$ cat src/rtl/phase_controller.sv
// Multi-cycle instruction phase sequencer (IF/ID/EX/MEM/WB) with continuous run,
// single-step, stop request and absorbing halt, driving phase-gated datapath controls.
module phase_controller #(
  parameter bit          FAST_MODE = 1'b0,
  parameter int unsigned CW        = 16
) (
  input  logic          clock,
  input  logic          reset,
  input  logic          exec,
  input  logic          step,
  input  logic [15:0]   instr,
  input  logic          cond_taken,
  output logic [2:0]    phase,
  output logic          ir_load,
  output logic          pc_inc,
  output logic          RegWrite,
  output logic          MemRead,
  output logic          MemWrite,
  output logic          MemtoReg,
  output logic          RegDst,
  output logic          ALUSrc,
  output logic          PCSrc,
  output logic          running,
  output logic          halted,
  output logic [CW-1:0] retired
);

  typedef enum logic [2:0] {
    StIdle = 3'd0,
    StIf   = 3'd1,
    StId   = 3'd2,
    StEx   = 3'd3,
    StMem  = 3'd4,
    StWb   = 3'd5,
    StHalt = 3'd6
  } state_e;

  state_e        state_q, state_d;
  logic [15:0]   ir_q, ir_d;
  logic          single_q, single_d;
  logic          stop_q, stop_d;
  logic [CW-1:0] retired_q, retired_d;

  logic [1:0] op1;
  logic [2:0] op2;
  logic [3:0] op3;
  logic       is_nop, is_ld, is_st, is_li, is_b, is_bc, is_hlt, is_wr;
  logic       in_run;

  assign op1 = ir_q[15:14];
  assign op2 = ir_q[13:11];
  assign op3 = ir_q[7:4];

  // An all-zero word is NOP even though its op1 field would otherwise decode as LD.
  assign is_nop = (ir_q == 16'h0000);
  assign is_ld  = (op1 == 2'b00) && !is_nop;
  assign is_st  = (op1 == 2'b01);
  assign is_li  = (op1 == 2'b10) && (op2 == 3'b000);
  assign is_b   = (op1 == 2'b10) && (op2 == 3'b100);
  assign is_bc  = (op1 == 2'b10) && (op2 == 3'b111);
  assign is_hlt = (op1 == 2'b11) && (op3 == 4'b1111);
  assign is_wr  = is_ld || is_li ||
                  ((op1 == 2'b11) && (op3 != 4'b0101) && (op3 != 4'b1101) && (op3 != 4'b1111));

  assign in_run = (state_q == StIf) || (state_q == StId) || (state_q == StEx) ||
                  (state_q == StMem) || (state_q == StWb);

  always_comb begin
    state_d   = state_q;
    single_d  = single_q;
    stop_d    = stop_q;
    ir_d      = (state_q == StIf) ? instr : ir_q;
    retired_d = (state_q == StWb) ? retired_q + CW'(1) : retired_q;

    unique case (state_q)
      StIdle: begin
        if (exec) begin
          state_d  = StIf;
          single_d = 1'b0;
        end else if (step) begin
          state_d  = StIf;
          single_d = 1'b1;
        end
      end
      StIf:  state_d = StId;
      StId:  state_d = StEx;
      StEx:  state_d = (FAST_MODE && !(is_ld || is_st)) ? StWb : StMem;
      StMem: state_d = StWb;
      StWb: begin
        if (is_hlt) begin
          state_d = StHalt;
        end else if (single_q || stop_q || exec) begin
          state_d = StIdle;
        end else begin
          state_d = StIf;
        end
      end
      StHalt:  state_d = StHalt;
      default: state_d = StIdle;
    endcase

    if (in_run && exec) begin
      stop_d = 1'b1;
    end
    if ((state_d == StIdle) || (state_d == StHalt)) begin
      stop_d = 1'b0;
    end
  end

  always_ff @(posedge clock or negedge reset) begin
    if (!reset) begin
      state_q   <= StIdle;
      ir_q      <= '0;
      single_q  <= 1'b0;
      stop_q    <= 1'b0;
      retired_q <= '0;
    end else begin
      state_q   <= state_d;
      ir_q      <= ir_d;
      single_q  <= single_d;
      stop_q    <= stop_d;
      retired_q <= retired_d;
    end
  end

  always_comb begin
    phase    = state_q;
    ir_load  = 1'b0;
    pc_inc   = 1'b0;
    RegWrite = 1'b0;
    MemRead  = 1'b0;
    MemWrite = 1'b0;
    MemtoReg = 1'b0;
    RegDst   = 1'b0;
    ALUSrc   = 1'b0;
    PCSrc    = 1'b0;
    running  = in_run;
    halted   = (state_q == StHalt);
    retired  = retired_q;

    // IR is only meaningful once latched, so decoded controls start at ID.
    if ((state_q != StIf) && in_run) begin
      RegDst = !is_ld;
    end
    unique case (state_q)
      StIf: begin
        ir_load = 1'b1;
        pc_inc  = 1'b1;
      end
      StEx:  ALUSrc = is_ld || is_st;
      StMem: begin
        MemRead  = is_ld;
        MemWrite = is_st;
      end
      StWb: begin
        RegWrite = is_wr;
        MemtoReg = is_ld;
        PCSrc    = is_b || (is_bc && cond_taken);
      end
      default: ;
    endcase
  end

endmodule

$ cat config.mk
export PLATFORM = sky130hd
export DESIGN_NAME = phase_controller
export DESIGN_NICKNAME = d
export VERILOG_FILES = /design/src/rtl/phase_controller.sv
export SDC_FILE = /design/constraint.sdc
export NUM_CORES = 1
export LEC_CHECK = 0
export CAP_MARGIN = 20
export CELL_PAD_IN_SITES_DETAIL_PLACEMENT = 1
export CELL_PAD_IN_SITES_GLOBAL_PLACEMENT = 1
export CORE_UTILIZATION = 33
export CTS_CLUSTER_DIAMETER = 80
export DETAILED_ROUTE_END_ITERATION = 8
export GPL_ROUTABILITY_DRIVEN = 0
export HOLD_SLACK_MARGIN = 0.02
export PLACE_DENSITY_LB_ADDON = 0.1
export SETUP_SLACK_MARGIN = 0.15
export SLEW_MARGIN = 10
export SYNTH_ARGS = -nofsm -noshare
export SYNTH_HDL_FRONTEND = slang
export SYNTH_SLANG_ARGS = --single-unit
$ cat constraint.sdc
create_clock -name clock -period 1.5 [get_ports clock]
set_input_delay 0.225 -clock clock [delete_from_list [all_inputs] [get_ports clock]]
set_output_delay 0.225 -clock clock [all_outputs]
set_load 0.02 [all_outputs]
==> run_results.csv <==
group,metric,value,unit
outcome,outcome,"finished with violations",
outcome,violations,"negative setup slack",
die,die_area,0.005654,sq mm
finish,drive_gt1_share,55.47,%
clock_network,insertion_delay,300,ps
worst_setup_path,worstPathArrival,1690,ps
worst_setup_path,cp-startpoint,"ir_q[0]",
drt,viasPerCell,5.018,
run,drv_cap,0,
die,ios,51,
worst_setup_path,path_class,"register to output port",
drt,drtIter0Drc,36,
die,die_width,75.20,microns
clock_network,clk_pin_slew,80,ps
clock_network,cts_made_buffers,5,
clock_network,cts_root_buffer,"clkbuf_8",
power,peakVddDrop,0.001099,V
logic_synthesis,synth_edf_count,0,
logic_synthesis,yosysTopAreaCell,"dfrtp_1",
global_route,grt_pass1_vias,1799,
timing,period_minus_slack,1914,ps
worst_setup_path,worstSetupEndpointType,"output port",
logic_synthesis,synthFlopType,"dfrtp_1",
worst_setup_path,reg2reg_from,"phase[2]",
drt,top_layer_used,"met4",
drt,wl_met3,203,microns
die,num_rows,26,
timing,setup_viol,37,
worst_setup_path,path_buf_inv,2,
worst_setup_path,path_cells,"nor4_2 > nand4_1 > buf_6 > a21oi_2 > buf_6",
logic_synthesis,syn_avg_cell_area,11.56,sq um
worst_setup_path,cp-start-kind,"register",
logic_synthesis,synth_top_area_share,52.37,%
worst_setup_path,slowest_stage,"dfrtp_1",
global_route,grt-ovfl-total,0,
drt,dr_wl_met2,3456,microns
timing,fin_worst_skew,12.00,ps
die,die_y,75.20,microns
drt,wl_met1,2564,microns
global_route,grt_pass1_wl,8811,microns
power,p_sw,2500,uW
power,powerDensity,1961,mW/mm^2
drt,first_pass_iters,4,
logic_synthesis,ys_seq_area_share,52.37,%
finish,area_delta_synth_final,85.99,%
logic_synthesis,synth_common_cells,"dfrtp_1, nand2_1, xnor2_1, mux2_2",
timing,timing.final.crit_share,127.6,%
place,port_buffers,50,
logic_synthesis,postSynth.asyncResetShare,100.0,%
timing,rsz0062_at_grt,"yes",
logic_synthesis,yosysMostFrequentCell,"dfrtp_1",
worst_setup_path,crit_family,"simple AND/OR/NAND/NOR gates",
finish,nNetsFinal,286,
power,power.share.clock,11.0,%
drt,drc,0,
logic_synthesis,synth_area,0.001768,sq mm
power,power_frac_comb,62.3,%
power,leakagePower,0.001557,uW
timing,tightest_slew,575.4,ps
global_route,grt_max_degree,26,
logic_synthesis,synth_area_leaders,"dfrtp_1, xnor2_1, mux2_4, mux2_2, nand2_1",
global_route,grt_util_all_layers,21.39,%
place,place_area,0.002653,sq mm
finish,multiInputGateArea,0.001044,sq mm
timing,finalHoldViolations,0,
power,p_int,3947,uW
drt,ant_nets,0,
clock_network,cts_max_path_buffers,2,
power,p_sw_share,38.78,%
clock_network,clock_sinks,37,
drt,wl_per_cell,18.98,microns
clock_network,ctsHtreeMaxLevel,2,
timing,maxSlewHeadroom,61.64,%
clock_network,cts_tree,"done",
finish,fill_cells,549,
place,dpl.hpwl,3638,microns
die,core-area,0.005140,sq mm
global_route,antenna_found_initial,0,
timing,slew_viol_final,0,
timing,fmax,522.4,MHz
drt,num_vias,1681,
worst_setup_path,cp.required,1270,ps
logic_synthesis,synth-seq-cells,37,
finish,diodes,0,
die,initial_core_util,34.40,%
worst_setup_path,cp_max_fo,3,
worst_setup_path,critPathMaxStageDelay,410,ps
drt,drt-total-wl,6359,microns
logic_synthesis,syn_inst,153,
timing,setup_ws,-414.1,ps
logic_synthesis,syn-num-nets,175,
logic_synthesis,yosys_warnings,0,
finish,regArea,934.6,sq um
logic_synthesis,synth_cell_types,35,
worst_setup_path,crit_top_cell,"buf_6",
place,place_ws,-547.6,ps
hold_path,hold_class,"primary input to async pin",
finish,design_area,0.003288,sq mm
power,seq_power_share,26.7,%
worst reg2reg max path, cell delays in order (launching register included):
cell and delay [ps]:
dfrtp_2 420, buf_6 120, buf_6 100, nand3b_4 120, buf_6 160, buf_6 110, nor2_4 100, and4_1 220
xor2_1 140
cells in the final DEF (no fill, tap or decap), types with 2 or more instances in the layout:
cell	instances
dlygate4sd2_1	13
nand3_2	2
buf_4	34
nand3_1	3
nor3_1	2
nor2_1	2
o211ai_1	2
dfrtp_2	7
a21oi_2	3
nand2_4	6
nand2_2	5
buf_12	5
nor3_4	4
xor2_1	3
xnor2_1	12
o21ai_0	4
a21oi_1	2
nor3_2	2
nand2_1	8
and4_1	2
mux2_4	14
dfrtp_1	30
buf_6	31
clkbuf_8	5
nor4_4	2
inv_1	2
nor4_2	2
nor2_4	4
and3_1	2
buf_16	2
clkdlybuf4s50_1	19
clkinv_2	2
clkbuf_2	2
nand4_1	3
per-stage QoR:
step | setup TNS [ps] | util, % | hold WS (ps) | cells | total power, uW
after detailed placement | -5579 | 51.61 | 256.4 | 300 | 4244
final | -3862 | 63.97 | 465.7 | 335 | 6446
after global routing | -5553 | 63.97 | 509.7 | 335 | 6739
after global placement | -4564 | 51.61 | 253.2 | 300 | 4139
after floorplan | -4.503 | - | -70.59 | 153 | 3097
after CTS | -2826 | 59.35 | 477.1 | 324 | 5712
registers in the layout (all words and copies together), names as in the netlist:
register,count
ir_q,16
retired,16
phase,3
single_q,1
stop_q,1
routing by layer:
metal,track usage (%),vias to the layer above
met1,24.96,857
met2,38.74,46
li1,-,765
met3,4.150,13
met5,0,-
met4,8.230,0
worst paths after layout:
kind                       slack (ps)  depth (start not counted)          end
setup / recovery                 -410                          5       RegDst
hold / removal                    470                          2     phase[1]
setup reg to reg                  -80                          8   retired[5]
hold reg to reg                   480                          1  retired[15]
max in group asynchronous         450                          3  retired[12]
min in group clock                480                          1  retired[15]
final cells by class:
type	count	area share, %
repair buffers	110	33.87
multi-input cells	106	31.74
flip-flops and latches	37	28.42
well taps	70	2.664
clock buffers	5	2.093
inverters	4	0.6849
clock inverters	3	0.5327
cells by family (layout without fill, tap and decap cells):
group,after synthesis,count (layout),synth area share (%)
AOI/OAI and AO/OA,18,18,6.511
xor gates and xnor gates,16,16,7.927
adders and majority gates,1,1,0.7076
buffers and inverters,10,122,3.326
DFF,37,37,52.37
muxes,15,15,11.04
and+or+nand+nor,56,56,18.12
power by group through the flow:
stage,logic (uW),clock network [uW],registers (uW)
2_1_floorplan,1360,0,1730
3_3_place_gp,2490,0,1650
3_5_place_dp,2560,0,1680
4_1_cts,3320,720,1670
5_1_grt,4220,759,1760
6_report,4020,709,1720
what timing repair did:
item,CTS,global route
cloned,2,0
endpoints found under the setup margin,58,51
pin swaps,14,14
buffers inserted,13,11
endpoints found under the hold margin,23,0
hold buffers,1,0
resized for setup,137,41
(Power assumes the default switching activity.)
==> variant 1: new RTL, same settings <==
Register the output `retired`, with the module's reset; this adds one clock of latency there. The other outputs are not delayed to match.
--- a/src/rtl/phase_controller.sv
+++ b/src/rtl/phase_controller.sv
@@ -35,4 +35,6 @@
     StHalt = 3'd6
   } state_e;
+
+  logic [CW-1:0] retired_c;
 
   state_e        state_q, state_d;
@@ -137,5 +139,5 @@
     running  = in_run;
     halted   = (state_q == StHalt);
-    retired  = retired_q;
+    retired_c = retired_q;
 
     // IR is only meaningful once latched, so decoded controls start at ID.
@@ -162,4 +164,12 @@
   end
 
+  always_ff @(posedge clock or negedge reset) begin
+    if (!reset) begin
+      retired <= '0;
+    end else begin
+      retired <= retired_c;
+    end
+  end
+
 endmodule
 
Function: changed (a bounded check fails within 10 cycles, from zero or initial values and one cycle with reset low).
==> variant 1 against the unedited design <==
The flow finishes with violations (DRC, setup timing); first-iteration DRC count rose by 110%; combinational power up 9.2%; routed wire length rose by 5.6%; global-route usage is 3.0 points lower; clock power up 37%; cell area grew 19%; worst setup slack lost 140 ps; utilization decreased by 2.9 points; area after synthesis grew 26%; count of clock-buffer cells in the layout grew 1; total power up 17%; sequential cell count rose by 16; largest power group unchanged; highest routed layer unchanged.
==> variant 1: results (changes against the unedited design) <==
- The mean cell area of the mapped netlist was 12.8 sq um (+11%).
- The post-layout net count is 322 (+13%).
- The most critical setup path has its endpoint at ALUSrc.
- The start point of the critical path is ir_q[4]$_DFFE_PN0P_.
- The aggregate negative setup slack came to -7810 ps (-3950 ps).
- The switching power share of the total is 0.357 (-0.0310).
- The met1 layer wirelength in the final routing came to 2630 um (+2.4%).
- The met3 demand-to-capacity share in global routing came to 0.0307 (-0.0108).
- The number of standard cells in the final layout excluding fillers was 378 (+13%).
- The setup fix buffers added after clock tree synthesis came to 20 (+7).
- The worst max-slew margin expressed relative to the limit came to 0.776 (+0.160).
- The met2 routing resource usage after global routing is 0.334 (-0.0536).
- The worst setup slack after layout was -554 ps (-139 ps).
- The sequential power is 2.15 mW (+25%).
- The detailed-routed wire length on met2 was 3790 um (+9.6%).
- The met1 track utilization from global routing is 0.225 (-0.0246).
- The via count of the first global-routing pass is 2004 (+11%).
- The final setup skew was 5.20 ps (-6.80 ps).
- The post-detailed-placement cell area is 3160 sq um (+19%).
- The wire length of the first global-routing pass is 10100 um (+14%).
- Ranked by instance count, the synthesized netlist is headed by 53 x sky130_fd_sc_hd__dfrtp_1, 19 x sky130_fd_sc_hd__nand2_1, 13 x sky130_fd_sc_hd__xnor2_1.
- The adder-cell share of the synthesized area is 0.00563 (-0.00145).
- The checks that failed: DRC, setup timing.
- The flow ran to the end, but the final reports show violations.
- The fraction of layout instances using a drive strength above 1 is 0.525 (-0.0298).
- The post-detailed-route DRC marker count is 5 (+5).
- The detailed route wirelength on metal3 is 162 um (-20%).
- The XOR/XNOR share of the synthesized area is 0.0631 (-0.0162).
- The count of endpoints failing setup in the final report was 40 (+8.1%).
- The detailed router's first-iteration violation count is 76 (+110%).
- The post-cts gate resize count is 136 (-0.73%).
- The worst register-to-register path ends at ir_q[4]$_DFFE_PN0P_.
- The largest vdd supply drop is 0.00103 V (-6.7%).
- The via density per instance is 4.96 (-1.2%).
- The pin count of the biggest net entering global routing is 54 (+110%).
- The instance count after placement with tap cells included is 333 (+11%).
- Yosys attributes the largest share of cell area to sky130_fd_sc_hd__dfrtp_1 60%, sky130_fd_sc_hd__xnor2_1 5.1%, sky130_fd_sc_hd__mux2_4 4.7%, sky130_fd_sc_hd__mux2_2 4.1%, sky130_fd_sc_hd__nand2_1 3.2%.
- The compound-cell area share of the yosys netlist is 0.0518 (-0.0133).
- The overall track demand over capacity in global routing is 0.184 (-0.0300).
- The mux share of post-synthesis cell area is 0.0878 (-0.0226).
- The per-cell routed wire length came to 17.8 um (-6.4%).
- The post-route worst hold slack was 412 ps (-53.8 ps).
- The share of total power in the clock network is 0.130 (+0.020).
- The number of iterations in the first detailed-routing pass is 6 (+2).
-- variant 1: cell count changes in the layout (fill, tap and decap cells not counted), moves of 3 or more --
cell,unedited run,this run
sky130_fd_sc_hd__buf_6,31,38
sky130_fd_sc_hd__nand2_1,8,12
sky130_fd_sc_hd__nand2_2,5,1
sky130_fd_sc_hd__nor2_2,1,4
sky130_fd_sc_hd__dfrtp_2,7,4
sky130_fd_sc_hd__buf_4,34,42
sky130_fd_sc_hd__dfrtp_1,30,49
sky130_fd_sc_hd__nand4_1,3,7
sky130_fd_sc_hd__dlygate4sd2_1,13,16
-- variant 1: final cells by class --
type | count | area (sq um)
clock buffers | 6 | 72.6
clock inverters | 2 | 38.8
fillers | 640 | 2500
inverters | 4 | 20.0
multi-input cells | 110 | 1110
flip-flops and latches | 53 | 1330
well taps | 77 | 96.3
repair buffers | 126 | 1260
==> variant 2: new RTL, same settings <==
Without the edit above. The parameter `CW` goes from 16 to 18.
--- a/src/rtl/phase_controller.sv
+++ b/src/rtl/phase_controller.sv
@@ -3,5 +3,5 @@
 module phase_controller #(
   parameter bit          FAST_MODE = 1'b0,
-  parameter int unsigned CW        = 16
+  parameter int unsigned CW        = 18
 ) (
   input  logic          clock,
Interface: changed (resized retired); port bits go from 51 to 53. The function was not compared with the original's and may differ.
==> variant 2 against the unedited design <==
The run still ends with setup timing left; cell area is 1.1% higher; worst setup slack better by 25 ps; area after synthesis is 4.9% higher; critical path type unchanged; sequential cell count is 2 higher; count of clock-buffer cells in the layout is 1 higher; non-clock buffer count is 5 lower; routed wire length is 7.6% lower; total power is 4.9% lower; highest routed layer unchanged.
==> variant 2: results (changes against the unedited design) <==
- The flow ran to the end, but the final reports show violations.
- The final reports fail on setup timing.
- Yosys attributes the largest share of cell area to sky130_fd_sc_hd__dfrtp_1 53%, sky130_fd_sc_hd__mux2_2 8.5%, sky130_fd_sc_hd__xnor2_1 5.2%, sky130_fd_sc_hd__xor2_1 3.3%, sky130_fd_sc_hd__nand3_1 2.7%.
- The pin count of the biggest net entering global routing is 22 (-15%).
- The final setup skew is 5.82 ps (-6.17 ps).
- The detailed router's first-iteration violation count is 29 (-19%).
- The endpoint of the most critical register-to-register path is retired[7]$_DFFE_PN0P_.
- The number of nets in the synthesized netlist is 181 (+3.4%).
- The via count of the first global-routing pass is 1754 (-2.5%).
- The setup slack on the worst flop-to-flop path came to -110 ps (-30 ps).
- The total via count after detailed routing is 1691 (+0.59%).
- The number of cells on the worst reg-to-reg path is 6 (-2).
- The internal power consumption is 3.78 mW (-4.3%).
- The number of standard cells in the final layout excluding fillers is 335 (unchanged).
- The count of endpoints failing setup in the final report is 40 (+8.1%).
- The portion of synthesized cell area occupied by the leading cell type was 0.526 (+0.00261).
- The startpoint of the worst register-to-register path is phase[1]$_DFF_PN0_.
- The worst setup slack before clock tree synthesis came to -449 ps (+98.2 ps).
- The summed area of non-filler cells in the final layout was 3320 sq um (+1.1%).
- The number of distinct standard cells referenced by the synthesized netlist was 32 (-8.6%).
- The instance count after placement with tap cells included is 303 (+1.0%).
- The per-cell routed wire length is 17.5 um (-7.6%).
- The aggregate negative setup slack came to -3770 ps (+95.5 ps).
- The worst setup slack after layout is -389 ps (+24.8 ps).
- The number of input and output port buffers inserted is 52 (+4.0%).
- The HPWL after detailed placement came to 3620 um (-0.51%).
- The count of filler cells inserted in the layout is 548 (-0.18%).
- The fraction of layout instances using a drive strength above 1 is 0.551 (-0.00377).
- By count the netlist is led by 39 x sky130_fd_sc_hd__dfrtp_1, 14 x sky130_fd_sc_hd__mux2_2, 11 x sky130_fd_sc_hd__xnor2_1.
- The register area share after synthesis was 0.526 (+0.00261).
- The post-route worst hold slack is 412 ps (-53.2 ps).
- The worst max-slew margin expressed relative to the limit is 0.716 (+0.0994).
- The overall track demand over capacity in global routing is 0.201 (-0.0134).
variant 2: cells by family (layout without fill, tap and decap cells):
group,Yosys count,in the layout,share of synthesized area
XOR/XNOR,18,18,0.0850
adder cells (fa/ha/maj),1,1,0.00675
AND/OR/NAND/NOR,58,58,0.193
AO/OA/AOI/OAI,18,18,0.0628
flip-flops,39,39,0.526
buffers and inverters,9,115,0.0290
multiplexers,16,16,0.0972
variant 2: how the worst max path moves through the flow:
| stage | start | end | slack, ps | cells past startpoint |
|---|---|---|---|---|
| 3_3_place_gp | ir_q[5]$_DFFE_PN0P_ | ALUSrc | -490 | 5 |
| 5_1_grt | ir_q[4]$_DFFE_PN0P_ | ALUSrc | -510 | 6 |
| 3_5_place_dp | ir_q[5]$_DFFE_PN0P_ | ALUSrc | -450 | 5 |
| 4_1_cts | ir_q[2]$_DFFE_PN0P_ | ALUSrc | -390 | 6 |
| 6_report | ir_q[4]$_DFFE_PN0P_ | RegWrite | -390 | 6 |
| 2_1_floorplan | phase[2]$_DFF_PN0_ | ir_q[10]$_DFFE_PN0P_ | 20 | 5 |
variant 2: cell type report:
class | instances | area share
Clock buffer | 6 | 0.0218
Tap cell | 70 | 0.0263
Sequential cell | 39 | 0.300
Inverter | 2 | 0.00226
Clock inverter | 2 | 0.00376
Timing Repair Buffer | 105 | 0.302
Multi-Input combinational cell | 111 | 0.344
variant 2: what timing repair did:
| item | CTS | global route |
|---|---|---|
| cloned | 1 | 0 |
| pin swaps | 20 | 14 |
| hold endpoints to repair | 18 | 0 |
| hold buffers | 1 | 0 |
| setup buffers | 18 | 4 |
| endpoints found under the setup margin | 62 | 55 |
| gates resized for setup | 137 | 34 |
variant 2: power groups by stage:
stage               combinational (mW)  clock, mW  sequential, mW
floorplan                         1.42          0            1.81
global placement                  2.43          0            1.74
detailed placement                2.51          0            1.78
CTS                               3.28      0.718            1.73
global route                      3.84      0.773            1.82
finish                            3.65      0.706            1.78
variant 2: routing by layer:
layer | vias up | share of wire | track usage
li1 | 789 | - | -
met1 | 847 | 0.41 | 0.244
met2 | 45 | 0.53 | 0.348
met3 | 10 | 0.033 | 0.0440
met4 | 0 | 0.022 | 0.0673
met5 | - | 0 | 0
